### config.mk
export PLATFORM = sky130hd
export DESIGN_NAME = com_tpram_fifo_ctrl
export DESIGN_NICKNAME = d
export VERILOG_FILES = /design/src/rtl/com_fifo_pkg.sv /design/src/rtl/com_tpram1ck_shell.sv /design/src/rtl/com_tpram_fifo_ctrl.sv
export SDC_FILE = /design/constraint.sdc
export NUM_CORES = 2
export LEC_CHECK = 0
export BUFFER_PORTS_ARGS = -buffer_cell sky130_fd_sc_hd__buf_2
export CAP_MARGIN = 10
export CORE_UTILIZATION = 40
export DETAILED_ROUTE_END_ITERATION = 8
export GPL_ROUTABILITY_DRIVEN = 0
export GPL_TIMING_DRIVEN = 1
export PLACE_DENSITY = 0.59
export SLEW_MARGIN = 20
export SYNTH_ARGS = -nofsm -noshare
export SYNTH_HDL_FRONTEND = slang
export SYNTH_SLANG_ARGS = --single-unit
### constraint.sdc
create_clock -name clk -period 4.3 [get_ports clk]
set_input_delay 0.86 -clock clk [delete_from_list [all_inputs] [get_ports clk]]
set_output_delay 0.86 -clock clk [all_outputs]
set_load 0.1 [all_outputs]
### src/rtl/com_fifo_pkg.sv
// Shared helpers for the com_* FIFO controllers.
`ifndef COM_SYS_W
`define COM_SYS_W 8
`endif

package com_fifo_pkg;

    // Advance a circular pointer; wraps at depth-1 so depth need not be a power of 2.
    function automatic int unsigned ptr_inc(input int unsigned ptr, input int unsigned depth);
        return (ptr == depth - 1) ? 0 : ptr + 1;
    endfunction

endpackage

### src/rtl/com_tpram1ck_shell.sv
// Single-clock two-port RAM shell: one write port with lane strobes,
// one read port with a registered (1-cycle latency) output.
module com_tpram1ck_shell #(
    parameter int DATA_W   = 32,
    parameter int DEPTH    = 64,
    parameter int STRB_W   = 1,
    parameter int MEM_USER = 0,
    localparam int ADDR_W  = $clog2(DEPTH)
) (
    input  logic                  clk,
    input  logic [`COM_SYS_W-1:0] sys_cfg,
    input  logic [STRB_W-1:0]     wr_en,
    input  logic [ADDR_W-1:0]     wr_addr,
    input  logic [DATA_W-1:0]     wr_data,
    input  logic                  rd_en,
    input  logic [ADDR_W-1:0]     rd_addr,
    output logic [DATA_W-1:0]     rd_data
);
    localparam int LANE_W = DATA_W / STRB_W;
    localparam logic [31:0] MEM_USER_V = 32'(MEM_USER);

    logic [DATA_W-1:0] mem [DEPTH];
    logic              unused_cfg;

    // The behavioural shell has no use for the configuration inputs.
    assign unused_cfg = ^{sys_cfg, MEM_USER_V};

    // Lane-strobed write, registered read.
    always_ff @(posedge clk) begin
        for (int l = 0; l < STRB_W; l++) begin
            if (wr_en[l]) begin
                mem[wr_addr][l*LANE_W +: LANE_W] <= wr_data[l*LANE_W +: LANE_W];
            end
        end
        if (rd_en) begin
            rd_data <= mem[rd_addr];
        end
    end

endmodule

### src/rtl/com_tpram_fifo_ctrl.sv
// FWFT FIFO controller around one com_tpram1ck_shell. The RAM read latency
// is hidden by a single output stage: vld_p1 marks a word sitting on the RAM
// output, vld_p2/oreg_p2 hold a word that was not taken when it arrived.
module com_tpram_fifo_ctrl
    import com_fifo_pkg::*;
#(
    parameter int DATA_W   = 32,
    parameter int DEPTH    = 64,
    parameter int MEM_USER = 0,
    localparam int ADDR_W  = $clog2(DEPTH),
    localparam int CNT_W   = $clog2(DEPTH + 2)
) (
    input  logic                  clk,
    input  logic                  rst,
    input  logic [`COM_SYS_W-1:0] sys_cfg,
    input  logic                  clr,
    input  logic                  s_valid,
    output logic                  s_ready,
    input  logic [DATA_W-1:0]     s_data,
    output logic                  m_valid,
    input  logic                  m_ready,
    output logic [DATA_W-1:0]     m_data,
    output logic [CNT_W-1:0]      count,
    output logic                  full,
    output logic                  empty
);
    localparam logic [CNT_W-1:0] DEPTH_C = CNT_W'(DEPTH);

    logic [ADDR_W-1:0] wptr;
    logic [ADDR_W-1:0] rptr;
    logic [CNT_W-1:0]  ram_cnt;
    logic [CNT_W-1:0]  ram_cnt_nxt;
    logic              s_rdy_q;
    logic              full_q;
    logic              vld_p1;
    logic              vld_p2;
    logic [DATA_W-1:0] oreg_p2;
    logic [DATA_W-1:0] rd_data;
    logic              stage_v;
    logic              push;
    logic              pop;
    logic              rd_en;

    // Handshakes, read issue and output-stage decode.
    always_comb begin
        stage_v     = vld_p1 | vld_p2;
        s_ready     = s_rdy_q & ~clr;
        m_valid     = stage_v & ~clr;
        push        = s_valid & s_ready;
        pop         = m_valid & m_ready;
        // pop implies exactly one of vld_p1/vld_p2 is set, so the stage frees up
        rd_en       = ~clr & (ram_cnt != '0) & (~stage_v | pop);
        ram_cnt_nxt = ram_cnt + CNT_W'(push) - CNT_W'(rd_en);
        m_data      = vld_p1 ? rd_data : oreg_p2;
        count       = ram_cnt + CNT_W'(stage_v);
        empty       = (count == '0);
        full        = full_q;
    end

    // Pointers, RAM occupancy and the output stage; clr flushes to the reset state.
    always_ff @(posedge clk or posedge rst) begin
        if (rst) begin
            wptr    <= '0;
            rptr    <= '0;
            ram_cnt <= '0;
            s_rdy_q <= 1'b1;
            full_q  <= 1'b0;
            vld_p1  <= 1'b0;
            vld_p2  <= 1'b0;
            oreg_p2 <= '0;
        end else if (clr) begin
            wptr    <= '0;
            rptr    <= '0;
            ram_cnt <= '0;
            s_rdy_q <= 1'b1;
            full_q  <= 1'b0;
            vld_p1  <= 1'b0;
            vld_p2  <= 1'b0;
            oreg_p2 <= '0;
        end else begin
            if (push) begin
                wptr <= ADDR_W'(ptr_inc(32'(wptr), DEPTH));
            end
            if (rd_en) begin
                rptr <= ADDR_W'(ptr_inc(32'(rptr), DEPTH));
            end
            ram_cnt <= ram_cnt_nxt;
            s_rdy_q <= (ram_cnt_nxt < DEPTH_C);
            full_q  <= (ram_cnt_nxt == DEPTH_C);
            // --- stage p1 -> p2: capture the RAM word if it was not taken ---
            vld_p1  <= rd_en;
            if (vld_p1 && !pop) begin
                oreg_p2 <= rd_data;
                vld_p2  <= 1'b1;
            end else if (vld_p2 && pop) begin
                vld_p2  <= 1'b0;
            end
        end
    end

    com_tpram1ck_shell #(
        .DATA_W   (DATA_W),
        .DEPTH    (DEPTH),
        .STRB_W   (1),
        .MEM_USER (MEM_USER)
    ) u_ram (
        .clk     (clk),
        .sys_cfg (sys_cfg),
        .wr_en   (push),
        .wr_addr (wptr),
        .wr_data (s_data),
        .rd_en   (rd_en),
        .rd_addr (rptr),
        .rd_data (rd_data)
    );

endmodule

==> out/metrics.yaml <==
worst_setup_path:
  path_cells: "nor2_4, inv_2, ha_4, ha_4, nand2_4, xnor2_4, or4_1, nor4_1, buf_2"
  cpMostUsedCell: "ha_4"
  cp.arrival_ns: 3.18
  end_kind: "output port"
  cp.required_ns: 3.44
  crit_path_max_incr_delay_ns: 0.51
  cp_max_fo: 4
  start_kind: "flop"
  worstSetupPathType: "flop to output port"
  cp_slowest_cell: "or4_1"
clocking:
  cts_sinks: 2135
  ctsHoldBuffers: 0
  cts_resized: 0
  clk_path_buf_depth: 3
  htree_levels: 4
  cts_buffers: 207
  cts_tree: "built"
  root_buffer: "clkbuf_16"
  post_cts_buffers: 0
  clk_pin_slew_worst_paths_ns: 0.06
  insertion_delay_ns: 0.85
outcome:
  status: "finished, final reports clean"
route:
  drt-wirelength-per-cell_um: 29.9
  dr.pass1.iters: 6
  drc: 0
  num_vias: 38800
  initialDrtViolationCount: 4394
  ant_nets: 0
  avgViaCountPerCell: 5.70
  wl_um: 204000
sta:
  fin_crit_ns: 4.04
  hold_viol: 0
  max_freq_ghz: 0.247
  slew_viol_final: 0
  finalSetupViolations: 0
  tightest_slew_ns: 1.15
  grt_setup_unrepaired: "false"
  fin_crit_sh_pct: 94.0
  setup-tns-final_ns: 0
  fin_skew_ns: 0.0551
  maxSlewHeadroom_pct: 23.5
yosys:
  synth_top_family_by_area: "multiplexers"
  synth-edff-count: 2080
  yosysSeqAreaShare_pct: 78.2
  syn_area_per_cell_um2: 22.2
  synth.area.top_cells: "edfxtp_1, mux4_2, dfrtp_1"
  synthCells: 3671
  synth-xor-area-share_pct: 0.118
  yosysTopAreaCell: "edfxtp_1"
  synth_compound_area_share_pct: 2.74
  yosys_warnings: 0
  synth_common_cells: "edfxtp_1, mux4_2, nand2_1"
  synth_ff_type: "edfxtp_1"
  synth_cell_types: 49
  synth_nets: 3734
  synth_area_um2: 81600
  synth_fa_ha_area_share_pct: 0.285
  synth_top_area_share_pct: 76.5
  yosys.area_share.simple_pct: 1.88
  yosysMostFrequentCell: "edfxtp_1"
  synthMuxAreaShare_pct: 15.4
  ys_async_sr_fraction_pct: 2.58
  ys_ff_latch: 2135
floorplanning:
  die_h_um: 454
  io_pins: 88
  dieArea_um2: 206000
  core_area_um2: 203000
  die_width_um: 454
  rows: 165
  start_util_pct: 40.3
placement:
  dp_hpwl_um: 115000
  portBuffers: 79
power_and_ir_drop:
  combPwrFrac_pct: 22.6
  power.density_nw_per_um2: 570
  vdd.ir_drop.worst_mv: 0.596
  seqPwrFrac_pct: 44.3
  sw_frac_of_total_pct: 28.6
  fin_total_pwr_mw: 53.3
  p_clk_share_pct: 33.1
  p_leak_nw: 28.8
  p_int_mw: 38.0
  power_switching_mw: 15.3
global_routing:
  grt_antenna_before_repair: 3
  grt_overflow_total: 0
  grt_pass1_wl_um: 289000
  grt.total_usage_pct: 19.8
  grt_pass1_vias: 39500
  grt_max_degree: 71
worst_hold_path:
  min_path_type: "input pin to async pin"
finish:
  area_delta_synth_final_pct: 14.5
  fin_nets: 4015
  layout-drive-gt1-share_pct: 29.3
run:
  maxCapViolations: 0
## critical path, delay by kind of cell (launching register included)
family / cells / cell delay [ns]
flip-flops: 1 / 0.42
buffers and inverters: 2 / 0.53
AND/OR/NAND/NOR: 4 / 0.97
XOR/XNOR: 1 / 0.08
adder cells (fa/ha/maj): 2 / 0.35
## path summary, 6_finish.rpt
kind                       cells after the start                end         startpoint  slack [ns]
min                                            2        oreg_p2[28]                rst        0.18
min reg2reg                                    1        oreg_p2[19]  u_ram.rd_data[19]        0.49
min in group clk                               1  u_ram.mem[14][20]         s_data[20]        0.23
max                                            9              empty             vld_p1        0.26
max reg2reg                                    7  u_ram.rd_data[18]            rptr[0]        0.86
max in group asynchronous                      3            s_rdy_q                rst        3.12
## sequential cells by signal, summed over array words and instances, names as in the netlist
register,cells
u_ram.mem,2048
rptr,6
u_ram.rd_data,32
oreg_p2,32
ram_cnt,7
wptr,6
vld_p2,1
vld_p1,1
full,1
s_rdy_q,1
## kinds of logic (layout without fill, tap and decap cells)
group / Yosys count / in the layout
DFF: 2135 / 2135
muxes: 610 / 610
and+or+nand+nor: 360 / 360
AOI/OAI and AO/OA: 313 / 313
buffers and inverters: 224 / 680
adders and majority gates: 18 / 18
xor gates and xnor gates: 11 / 11
other: 0 / 3
## power by group through the flow
stage	registers [mW]	clock network, mW	logic, mW
3_3_place_gp	24.0	0	12.1
2_1_floorplan	23.8	0	8.62
5_1_grt	23.6	18.7	12.7
3_5_place_dp	24.0	0	12.1
4_1_cts	23.6	18.0	12.2
6_report	23.6	17.6	12.1
## stage by stage
stage | cells | hold slack (ns) | utilization, % | setup WS, ns | instance area (um^2)
after global placement | 6415 | 0.476 | 42.9 | 0.673 | 86800
after CTS | 6799 | 0.147 | 46.1 | 0.187 | 93400
after floorplan | 3671 | 0.462 | - | -1.35 | 81700
after global routing | 6799 | 0.195 | 46.1 | 0.106 | 93400
after detailed placement | 6415 | 0.477 | 42.9 | 0.688 | 86800
final | 6802 | 0.180 | 46.1 | 0.258 | 93400
## per-layer routing
metal  up-vias  track usage (%)  wire (um)
met2      1441             30.8      95900
met4         0             6.48       6420
met1     21000             28.5      86900
li1      16100                -          -
met3       271             3.35      14400
met5         -                0          0
## cell type report
type | instances | area (um^2)
clock inverters | 132 | 1150
diodes | 3 | 7.51
multi-input cells | 1312 | 17300
clock buffers | 252 | 5420
well taps | 2672 | 3340
flip-flops and latches | 2135 | 63900
repair buffers | 280 | 2320
fillers | 16600 | 109000
inverters | 16 | 60.1
## layout by cell type, fill, tap and decap left out, types with 32 or more instances in the layout
master | synthesis | routed
clkbuf_1 | 99 | 40
mux4_2 | 512 | 512
buf_4 | 1 | 175
mux2_2 | 32 | 32
dfrtp_1 | 54 | 50
buf_12 | 0 | 32
mux2i_1 | 66 | 66
edfxtp_1 | 2080 | 2080
clkinv_2 | 0 | 47
nand2_1 | 150 | 149
buf_2 | 52 | 73
nor2_4 | 0 | 67
clkinv_1 | 0 | 47
o22ai_1 | 97 | 97
a22oi_1 | 128 | 128
a22o_1 | 32 | 32
clkbuf_16 | 0 | 209
nor2_1 | 132 | 65
Power figures use the tool's default switching activity.
